<file path="config.mk">
export PLATFORM = sky130hd
export DESIGN_NAME = seg_scan_mux
export DESIGN_NICKNAME = d
export VERILOG_FILES = /design/src/rtl/seg_scan_mux_pkg.sv /design/src/rtl/sevenseghexdecoder.sv /design/src/rtl/seg_scan_mux.sv
export SDC_FILE = /design/constraint.sdc
export NUM_CORES = 1
export LEC_CHECK = 0
export BUFFER_PORTS_ARGS = -buffer_cell sky130_fd_sc_hd__buf_4
export CAP_MARGIN = 20
export CORE_MARGIN = 2
export CORE_UTILIZATION = 55
export CTS_BUF_LIST = sky130_fd_sc_hd__clkbuf_16
export DETAILED_ROUTE_END_ITERATION = 8
export PLACE_DENSITY_LB_ADDON = 0.08
export SYNTH_ARGS = -nofsm -noshare
export SYNTH_HDL_FRONTEND = slang
export SYNTH_SLANG_ARGS = --single-unit
</file>
<file path="constraint.sdc">
create_clock -name clock -period 6.4 [get_ports clock]
set_clock_uncertainty 0.2 [all_clocks]
set_input_delay 0.64 -clock clock [delete_from_list [all_inputs] [get_ports clock]]
set_output_delay 0.64 -clock clock [all_outputs]
set_load 0.05 [all_outputs]
</file>
<file path="src/rtl/seg_scan_mux_pkg.sv">
// Shared constants and helpers for the multiplexed 7-segment scanner.
package seg_scan_mux_pkg;

  localparam int unsigned MAX_DIGITS    = 8;
  localparam int unsigned BRIGHT_LEVELS = 16;

  localparam logic [6:0]            SEG_OFF   = 7'h7F;
  localparam logic [MAX_DIGITS-1:0] ANODE_OFF = '1;

  // Width of the sub-phase counter that runs 0..scan_div/16-1 (never narrower than 1).
  function automatic int unsigned sub_width(input int unsigned scan_div);
    int unsigned sub_len;
    sub_len = scan_div / BRIGHT_LEVELS;
    if (sub_len <= 32'd1) return 32'd1;
    return 32'($clog2(sub_len));
  endfunction

endpackage

</file>
<file path="src/rtl/sevenseghexdecoder.sv">
// Hex nibble to active-low {g,f,e,d,c,b,a} segment pattern.
module sevenseghexdecoder
  import seg_scan_mux_pkg::*;
(
  input  logic [3:0] nibble,
  output logic [6:0] seg_c
);

  always_comb begin
    seg_c = SEG_OFF;
    case (nibble)
      4'h0: seg_c = 7'h40;
      4'h1: seg_c = 7'h79;
      4'h2: seg_c = 7'h24;
      4'h3: seg_c = 7'h30;
      4'h4: seg_c = 7'h19;
      4'h5: seg_c = 7'h12;
      4'h6: seg_c = 7'h02;
      4'h7: seg_c = 7'h78;
      4'h8: seg_c = 7'h00;
      4'h9: seg_c = 7'h10;
      4'hA: seg_c = 7'h08;
      4'hB: seg_c = 7'h03;
      4'hC: seg_c = 7'h46;
      4'hD: seg_c = 7'h21;
      4'hE: seg_c = 7'h06;
      4'hF: seg_c = 7'h0E;
      default: seg_c = SEG_OFF;
    endcase
  end

endmodule

</file>
<file path="src/rtl/seg_scan_mux.sv">
// Time-multiplexed common-anode 7-segment driver with per-slot PWM brightness.
// Leading-zero blanking is compiled in only when SEG_SCAN_LZB_EN is defined.
module seg_scan_mux
  import seg_scan_mux_pkg::*;
#(
  parameter int unsigned DIGITS   = 4,
  parameter int unsigned SCAN_DIV = 100_000
) (
  input  logic                clock,
  input  logic                reset,
  input  logic                enable,
  input  logic [4*DIGITS-1:0] digits,
  input  logic [DIGITS-1:0]   dp_mask,
  input  logic [DIGITS-1:0]   blank_mask,
  input  logic [3:0]          brightness,
  output logic [DIGITS-1:0]   anode,
  output logic [6:0]          seg,
  output logic                decimal_p,
  output logic                frame_tick
);

  localparam int unsigned SUB_W   = sub_width(SCAN_DIV);
  localparam int unsigned SUB_MAX = SCAN_DIV / BRIGHT_LEVELS - 1;
  localparam int unsigned IDX_W   = $clog2(DIGITS);
  localparam logic [DIGITS-1:0] ANODE_DARK = ANODE_OFF[DIGITS-1:0];

  logic [SUB_W-1:0]  sub_q, sub_d;
  logic [3:0]        phase_q, phase_d;
  logic [IDX_W-1:0]  idx_q, idx_d;
  logic [3:0]        slot_nib_q, slot_nib_d;
  logic [3:0]        slot_bright_q, slot_bright_d;
  logic              slot_dp_q, slot_dp_d;
  logic              slot_blank_q, slot_blank_d;
  logic              wrap_q, wrap_d;
  logic [DIGITS-1:0] anode_d;
  logic [6:0]        seg_d;
  logic              decimal_p_d, frame_tick_d;

  logic              sub_end_c, slot_end_c, slot_start_c, last_c, lit_c;
  logic [DIGITS-1:0] lzb_blank_c;
  logic [3:0]        nib_c, bright_c;
  logic              dp_c, blank_c;
  logic [6:0]        seg_c;

  assign sub_end_c    = (sub_q == SUB_W'(SUB_MAX));
  assign slot_end_c   = sub_end_c && (phase_q == 4'(BRIGHT_LEVELS - 1));
  assign slot_start_c = (sub_q == '0) && (phase_q == 4'd0);
  assign last_c       = (idx_q == IDX_W'(DIGITS - 1));

`ifdef SEG_SCAN_LZB_EN
  // A digit is a leading zero when it and every digit above it are zero.
  always_comb begin : lzb_scan
    logic upper_zero;
    lzb_blank_c = '0;
    upper_zero  = 1'b1;
    for (int i = DIGITS - 1; i > 0; i--) begin
      upper_zero     = upper_zero & (digits[4*i +: 4] == 4'h0);
      lzb_blank_c[i] = upper_zero;
    end
  end
`else
  assign lzb_blank_c = '0;
`endif

  // On the first cycle of a slot use live inputs; afterwards the latched copy.
  always_comb begin
    nib_c    = slot_nib_q;
    dp_c     = slot_dp_q;
    blank_c  = slot_blank_q;
    bright_c = slot_bright_q;
    if (slot_start_c) begin
      nib_c    = digits[{idx_q, 2'b00} +: 4];
      dp_c     = dp_mask[idx_q];
      blank_c  = blank_mask[idx_q] | lzb_blank_c[idx_q];
      bright_c = brightness;
    end
  end

  assign lit_c = ~blank_c & (phase_q <= bright_c);

  sevenseghexdecoder u_dec (
    .nibble (nib_c),
    .seg_c  (seg_c)
  );

  // Scan counters, slot latch and registered pin values.
  always_comb begin
    sub_d         = sub_q;
    phase_d       = phase_q;
    idx_d         = idx_q;
    slot_nib_d    = slot_nib_q;
    slot_bright_d = slot_bright_q;
    slot_dp_d     = slot_dp_q;
    slot_blank_d  = slot_blank_q;
    wrap_d        = 1'b0;
    anode_d       = ANODE_DARK;
    seg_d         = SEG_OFF;
    decimal_p_d   = 1'b1;
    frame_tick_d  = 1'b0;
    if (!enable) begin
      sub_d   = '0;
      phase_d = 4'd0;
      idx_d   = '0;
    end else begin
      sub_d = sub_end_c ? '0 : sub_q + SUB_W'(1);
      if (sub_end_c) phase_d = phase_q + 4'd1;
      if (slot_end_c) idx_d = last_c ? '0 : idx_q + IDX_W'(1);
      wrap_d       = slot_end_c & last_c;
      frame_tick_d = wrap_q;
      if (slot_start_c) begin
        slot_nib_d    = nib_c;
        slot_bright_d = bright_c;
        slot_dp_d     = dp_c;
        slot_blank_d  = blank_c;
      end
      if (lit_c) begin
        anode_d     = ANODE_DARK & ~(DIGITS'(1) << idx_q);
        seg_d       = seg_c;
        decimal_p_d = ~dp_c;
      end
    end
  end

  always_ff @(posedge clock or posedge reset) begin
    if (reset) begin
      sub_q         <= '0;
      phase_q       <= 4'd0;
      idx_q         <= '0;
      slot_nib_q    <= 4'd0;
      slot_bright_q <= 4'd0;
      slot_dp_q     <= 1'b0;
      slot_blank_q  <= 1'b0;
      wrap_q        <= 1'b0;
      anode         <= ANODE_DARK;
      seg           <= SEG_OFF;
      decimal_p     <= 1'b1;
      frame_tick    <= 1'b0;
    end else begin
      sub_q         <= sub_d;
      phase_q       <= phase_d;
      idx_q         <= idx_d;
      slot_nib_q    <= slot_nib_d;
      slot_bright_q <= slot_bright_d;
      slot_dp_q     <= slot_dp_d;
      slot_blank_q  <= slot_blank_d;
      wrap_q        <= wrap_d;
      anode         <= anode_d;
      seg           <= seg_d;
      decimal_p     <= decimal_p_d;
      frame_tick    <= frame_tick_d;
    end
  end

endmodule
</file>
==> results.txt, run 1 <==
- Run status: finished clean
* Vias per cell: 5.62
- The worst setup path is of the reg -> reg kind.
* Worst hold start: wrap_q
* Placed Cells incl. Taps: 311
- Clock period minus worst slack: 3.23 ns
- In this run the core area contains 24 standard-cell rows.
* Number of H-tree levels: 2
- Post-layout instance count excluding filler cells: 319
* Startpoint of the most critical register-to-register path: phase_q[0]
- Y dimension of the die: 72.6 um
* Worst Path Arrival: 3.24 ns
- A synthesized cell averages 11.7 um^2.
- Placer Congestion: 0.811
* Setup violations, final: 0
- 0 antenna diodes ended up in the layout.
- In the layout the commonest cells are 44 x sky130_fd_sc_hd__buf_4, 31 x sky130_fd_sc_hd__dfrtp_1, 21 x sky130_fd_sc_hd__nor2_1.
- Input and output buffers added on the ports amount to 43.
- VDD sags by at most 0.000190 V.
- Measured along the x axis, the die boundary spans 72.6 um.
- Routed length per placed instance: 15.9 um
- Category of the worst setup path capture point: flip-flop
* Highest Clock Rate: 310 MHz
* Final max-slew violation count: 0
- After floorplanning, the core was sized to cover 4440 um^2.
- For this run, the number of Yosys warnings is 0.
- Leakage power summed over all cells: 1.40 nW
* Clk sinks: 43
- Start point of the critical path: phase_q[0]
- TritonCTS built the clock tree.
* Most common cell after layout, fill and taps aside: sky130_fd_sc_hd__buf_4
- Summed over its instances, the top area cell type makes up 30.0% of the synthesized netlist area.
* # hold bufs at CTS: 0
- Post-synthesis instance total: 222
- Headroom to the max-slew limit came out at 56.1%.
- Clock edge transition at the registers on the reported setup and hold paths: 0.06 ns
* Areal power density over the cells: 274 nW/um^2
- CP max FO: 11
- After detailed routing, the number of remaining DRC violations is 0.
* Maximum buffer depth of the clock tree: 2
- In this run the worst hold path is classified as reg -> reg.
* Total overflow reported by the global router: 0
* Num ports: 44
* Net count, final: 316
- The synthesized design contains 43 register bits.
- Number of different library cells in the post-synthesis netlist: 47
- Share of the clock period used by the worst path: 50.5%
* Data required time of the worst path: 6.41 ns
* DRT iter0 DRCs: 115
- Once detailed placement completed, the half-perimeter wirelength came to 3.56 mm.
- Clock tree synthesis selected as its root buffer the cell sky130_fd_sc_hd__clkbuf_16.
* Number of buffers created by CTS: 5
- Setup repair after global routing left no endpoint under its margin.
* Area enclosed by the die boundary: 5270 um^2
* First-pass GRT wire length: 8.65 mm
- Cell area after synthesis: 2590 um^2
* Sum of negative setup slack: 0 ns
- Number of global-route vias before repair: 1826
* Synth top area cells: sky130_fd_sc_hd__dfrtp_1 30%, sky130_fd_sc_hd__dfstp_2 12%, sky130_fd_sc_hd__ha_1 9.2%, sky130_fd_sc_hd__mux2_2 5.7%, sky130_fd_sc_hd__mux4_2 5.2%
* Total global routing track utilization: 21.5%
* Worst slew pin tran: 0.641 ns
* Largest net degree at the start of global routing: 44
- Max-cap violations in this run came to 0.
* Post-synth EDFFs: 0
* Async S/R FF share, synth: 100%
- Final hold violation count: 0
- The count of nets left with antenna violations once routing finished came out at 0.
- Proportion of layout cells with a drive suffix above 1: 36.0%
- Clock latency on the worst-skew pair, taken at its later pin, is 0.28 ns.
* Number of antenna violations at the first check in global routing: 0
- The share of the Yosys chip area taken by registers is 42.2%.
- Wires add up to 5.07 mm.
* Ys flop type: sky130_fd_sc_hd__dfrtp_1
- The worst setup path is launched from a flip-flop.
- Number of gates given a new drive strength after cts: 0
- The first detailed-routing pass took 4 iterations.
- Synthesis produced a netlist with a net count of 272.
- Largest area contributor in the synthesized netlist: sky130_fd_sc_hd__dfrtp_1
- Once the clock tree was built, the setup fixing pass inserted 0 buffers.
* Layout area overhead: 19.0%
- Once the floorplan was initialized, standard cells occupied 58.2% of the core.
* Via total after detailed routing: 1792
==> path summary, 6_finish.rpt <==
path	end	slack, ns	depth (start not counted)
setup / recovery	seg[0]	3.17	11
hold / removal	frame_tick	0.26	1
min in group asynchronous	sub_q[7]	0.30	3
setup reg to reg	seg[0]	3.17	11
max in group asynchronous	anode[3]	5.32	3
hold reg to reg	frame_tick	0.26	1
==> kinds of logic (layout without fill, tap and decap cells) <==
| kind of cell | Yosys count | count (layout) | share of synthesized area, % |
|---|---|---|---|
| and+or+nand+nor | 75 | 75 | 16.4 |
| DFF | 43 | 43 | 42.2 |
| muxes | 33 | 33 | 17.5 |
| adders and majority gates | 19 | 19 | 9.19 |
| buffers and inverters | 19 | 64 | 4.30 |
| AOI/OAI and AO/OA | 18 | 18 | 5.42 |
| xor gates and xnor gates | 15 | 15 | 5.08 |
==> per-stage QoR <==
stage | power, mW | utilization, % | hold WS (ns) | cell area (um^2) | worst slack (ns)
finish | 0.843 | 69.3 | 0.262 | 3080 | 3.17
global route | 0.885 | 69.3 | 0.310 | 3080 | 2.91
CTS | 0.850 | 69.3 | 0.274 | 3080 | 3.14
detailed placement | 0.564 | 65.6 | 0.248 | 2920 | 3.20
global placement | 0.559 | 65.6 | 0.256 | 2920 | 3.31
floorplan | 0.513 | - | 0.234 | 2590 | 3.48
==> flip-flops by register name, indices dropped and copies added (netlist names) <==
name           cells
frame_tick         1
phase_q            4
slot_nib_q         4
slot_dp_q          1
wrap_q             1
seg                7
decimal_p          1
slot_blank_q       1
idx_q              2
sub_q             13
anode              4
slot_bright_q      4
==> worst max-delay path, cell delays in order (launching register included) <==
cell,delay [ns]
sky130_fd_sc_hd__dfrtp_1,0.40
sky130_fd_sc_hd__inv_1,0.13
sky130_fd_sc_hd__ha_1,0.16
sky130_fd_sc_hd__nor4bb_4,0.29
sky130_fd_sc_hd__and4_4,0.42
sky130_fd_sc_hd__mux2i_1,0.60
sky130_fd_sc_hd__inv_1,0.14
sky130_fd_sc_hd__ha_1,0.28
sky130_fd_sc_hd__inv_1,0.14
sky130_fd_sc_hd__o21ai_0,0.09
sky130_fd_sc_hd__o21ai_0,0.20
sky130_fd_sc_hd__o211ai_2,0.09
==> routing by layer <==
layer,vias to the layer above,GRT usage (%),share of wire [%]
met2,35,35.2,51
met3,11,4.42,3.4
met5,-,0,0
met4,0,9.05,2.2
met1,882,28.0,43
li1,864,-,-
==> report_power, final <==
part	total, mW	leakage (nW)	switching, mW	internal [mW]
registers	0.327	0.535	0.0182	0.309
logic	0.234	0.778	0.136	0.0979
clock network	0.281	0.0864	0.100	0.181
total	0.843	1.40	0.254	0.588
==> area by class of cell <==
| class | instances | area (um^2) |
|---|---|---|
| sequential | 43 | 1090 |
| tap | 52 | 65.1 |
| clock buffer | 5 | 125 |
| inverter | 12 | 45.0 |
| fill | 348 | 1370 |
| multi-input combinational | 160 | 1390 |
| clock inverter | 3 | 37.5 |
| timing repair buffer | 44 | 330 |
==> cell usage after synthesis, types with 2 or more instances <==
| master | count |
|---|---|
| sky130_fd_sc_hd__buf_6 | 3 |
| sky130_fd_sc_hd__mux2i_1 | 11 |
| sky130_fd_sc_hd__and3_1 | 4 |
| sky130_fd_sc_hd__dfstp_2 | 12 |
| sky130_fd_sc_hd__nand4_1 | 2 |
| sky130_fd_sc_hd__a21oi_1 | 3 |
| sky130_fd_sc_hd__mux2_2 | 13 |
| sky130_fd_sc_hd__o211ai_1 | 3 |
| sky130_fd_sc_hd__clkbuf_1 | 2 |
| sky130_fd_sc_hd__xor2_1 | 5 |
| sky130_fd_sc_hd__inv_1 | 12 |
| sky130_fd_sc_hd__nor2b_1 | 2 |
| sky130_fd_sc_hd__and2_1 | 4 |
| sky130_fd_sc_hd__nand2_1 | 19 |
| sky130_fd_sc_hd__nor2_1 | 21 |
| sky130_fd_sc_hd__mux4_2 | 6 |
| sky130_fd_sc_hd__mux2i_4 | 2 |
| sky130_fd_sc_hd__dfrtp_1 | 31 |
| sky130_fd_sc_hd__o21ai_0 | 4 |
| sky130_fd_sc_hd__ha_1 | 19 |
| sky130_fd_sc_hd__nand3_1 | 8 |
| sky130_fd_sc_hd__xnor2_1 | 10 |
| sky130_fd_sc_hd__nor3_1 | 2 |
No activity file was read; power rests on OpenSTA's default activity.
==> inputs of run 2 (changes only) <==
Settings changed: CORE_UTILIZATION 55 to 51.
Clock period 6.4 ns to 2.6 ns, I/O delays scaled along.
==> results.txt, run 2 (synthesized netlist as in run 1, its figures left out) <==
* DRT iter0 DRCs: 103 (-10%)
* Layout area overhead: 32.6%
- Setup repair after global routing missed its margin: true
* Final-layout fill cell count: 386 (+11%)
- Total global routing track utilization: 20.8% (-0.73 points)
- The post-detailed-routing wire length came to 5.36 mm (+5.7%).
- The area occupied by multi-input gates came to 1480 um^2 (+6.5%).
- The max-capacitance violation count came to 0 (unchanged).
- Chip width: 75.2 um (+3.6%)
- The full die area is 5660 um^2 (+7.4%).
- Most used cells in the layout excluding fill and tap cells: 74 x sky130_fd_sc_hd__buf_4, 31 x sky130_fd_sc_hd__dfrtp_1, 21 x sky130_fd_sc_hd__nor2_1
* Setup violations, final: 12 (+12)
- Number of remaining DRC errors: 0 (unchanged)
- The sequential standard cell area is 1090 um^2 (unchanged).
* Final worst setup slack: -0.112 ns (-3.28 ns)
* Number of detailed-routing iterations run before antenna repair: 4 (unchanged)
- Placer Congestion: 0.843 (+3.9%)
- The relative max-transition margin was 64.2% (+8.1 points).
* Delay of the slowest cell on the worst path: 0.39 ns (-0.21 ns)
* Largest net degree at the start of global routing: 44 (unchanged)
- First-pass GRT wire length: 8.80 mm (+1.8%)
- Data required time of the worst path: 2.60 ns (-3.81 ns)
* Final max-slew violation count: 0 (unchanged)
* Most common cell after layout, fill and taps aside: sky130_fd_sc_hd__buf_4
- Worst Path Class, Setup: reg -> reg
- More flip-flops sit in one register than any other, and that register is sub_q.
- The highest clock rate is 369 MHz (+19%).
* Routed length per placed instance: 14.6 um (-8.4%)
- The signal on the critical path passes through inv_2 -> ha_1 -> nor4bb_4 -> and4_4 -> mux2_4 -> ha_4 -> nand2_1 -> o21ai_2 -> and3_4 -> o311ai_2.
- The final reports fail on setup timing.
- Category of the worst setup path capture point: flip-flop
- The largest registers in the layout are sub_q x13, seg x7.
- The largest individual stage delay along the critical path comes from the cell sky130_fd_sc_hd__dfrtp_1.
* Worst R2R Setup Slack: -0.11 ns (-3.28 ns)
* Proportion of layout cells with a drive suffix above 1: 48.5% (+13 points)
* Y dimension of the die: 75.2 um (+3.6%)
* Run status: finished with violations
- Leakage power summed over all cells: 1.56 nW (+12%)
- The row count is 25 (+4.2%).
- Worst path bufs/invs: 1 (-2)
- The core outline area came to 4820 um^2 (+8.4%).
* Final hold violation count: 0 (unchanged)
* Antenna Nets Post-Route: 0 (unchanged)
- The pin slew with the least headroom to its limit is 0.537 ns (-0.104 ns).
* Clock root buffer: sky130_fd_sc_hd__clkbuf_16
* Flip-flop count of the largest register after layout: 13 (unchanged)
* CP max FO: 7 (-4)
- The residual overflow from global routing is 0 (unchanged).
- Estimated wirelength of the detail-placed design: 3.80 mm (+6.7%)
- The total number of clock tree sinks is 43 (unchanged).
- Clock tree from TritonCTS: built
* Number of H-tree levels: 2 (unchanged)
* Net count, final: 350 (+11%)
- Maximum buffer depth of the clock tree: 2 (unchanged)
* Number of buffers created by CTS: 5 (unchanged)
- Share of the clock period used by the worst path: 104% (+54 points)
- The total power per unit cell area was 613 nW/um^2 (+120%).
* Clock edge transition at the registers on the reported setup and hold paths: 0.06 ns (about the same)
- The count of boundary I/O pins came to 44 (unchanged).
* Worst Path Arrival: 2.71 ns (-0.53 ns)
- Number of antenna violations at the first check in global routing: 0 (unchanged)
- Starting density of the core: 53.7% (-4.5 points)
- Number of diodes added for antenna fixing: 0 (unchanged)
* Kind of cell adding the most delay to the critical path: simple AND/OR/NAND/NOR gates
- The per-cell via count in the routed design is 5.10 (-9.2%).
- The port buffer count was 43 (unchanged).
- Via total after detailed routing: 1877 (+4.7%)
- The via count of the first global-routing pass was 1857 (+1.7%).
- The final critical delay including setup and external delays is 2.71 ns (-0.519 ns).
- Class of the worst hold path: in -> reg
- Startpoint type of the worst setup path: flip-flop
* Final total power: 2.10 mW (+150%)
- Sum of negative setup slack: -1.09 ns (-1.09 ns)
- The clock latency on the worst-skew pair was 0.28 ns (about the same).
* IR drop worst, VDD: 0.000360 V (+89%)
==> run 2: cell types whose count changed in the layout (fill, tap and decap cells not counted), moves of 3 or more <==
cell / previous run / this run
sky130_fd_sc_hd__buf_4: 44 / 74
sky130_fd_sc_hd__ha_1: 19 / 15
sky130_fd_sc_hd__inv_1: 14 / 10
sky130_fd_sc_hd__inv_2: 0 / 4
sky130_fd_sc_hd__mux2i_1: 11 / 8
==> run 2: cell type report <==
cell class                 instances  share of cell area (%)
tap                               67                    2.44
inverter                          12                    1.31
sequential                        43                    31.8
timing repair buffer              77                    17.4
multi-input combinational        161                    43.0
clock buffer                       5                    3.65
clock inverter                     3                   0.437
==> run 2: worst paths after layout <==
check                         startpoint          endpoint  depth (start not counted)
max                             sub_q[1]            seg[4]                         10
min                        brightness[2]  slot_bright_q[2]                          2
max reg2reg                     sub_q[1]            seg[4]                         10
min reg2reg                       wrap_q        frame_tick                          1
max in group asynchronous          reset         decimal_p                          4
min in group asynchronous          reset         sub_q[10]                          4
==> run 2: repair_timing <==
item,in CTS,in global routing
setup endpoints to repair,12,12
pin swaps,2,2
setup buffers,1,3
hold buffers,1,0
hold endpoints to repair,31,0
gates cloned,1,0
gates resized for setup,9,6
==> run 2: layer usage <==
layer	part of all wire (%)	vias to the layer above	routed length, um	track usage, %
met5	0	-	0	0
met4	1.1	0	61	5.85
met3	3.3	7	178	4.55
met2	49	31	2640	33.7
met1	46	905	2480	28.4
li1	-	934	-	-
==> run 2: power breakdown <==
| group | leakage [nW] | switching (mW) | internal, mW |
|---|---|---|---|
| Combinational | 0.957 | 0.378 | 0.330 |
| Clock | 0.0724 | 0.243 | 0.348 |
| Sequential | 0.535 | 0.0419 | 0.761 |
==> run 2: metrics by stage <==
stage	util, %	hold WS, ns	area [um^2]	instances	setup slack [ns]
finish	71.2	0.0187	3430	368	-0.112
global route	71.2	0.0223	3430	368	-0.240
CTS	70.4	0.0150	3390	365	-0.101
detailed placement	66.1	0.242	3180	354	-0.136
global placement	66.1	0.239	3180	354	-0.0726
floorplan	-	0.211	2610	222	-0.139
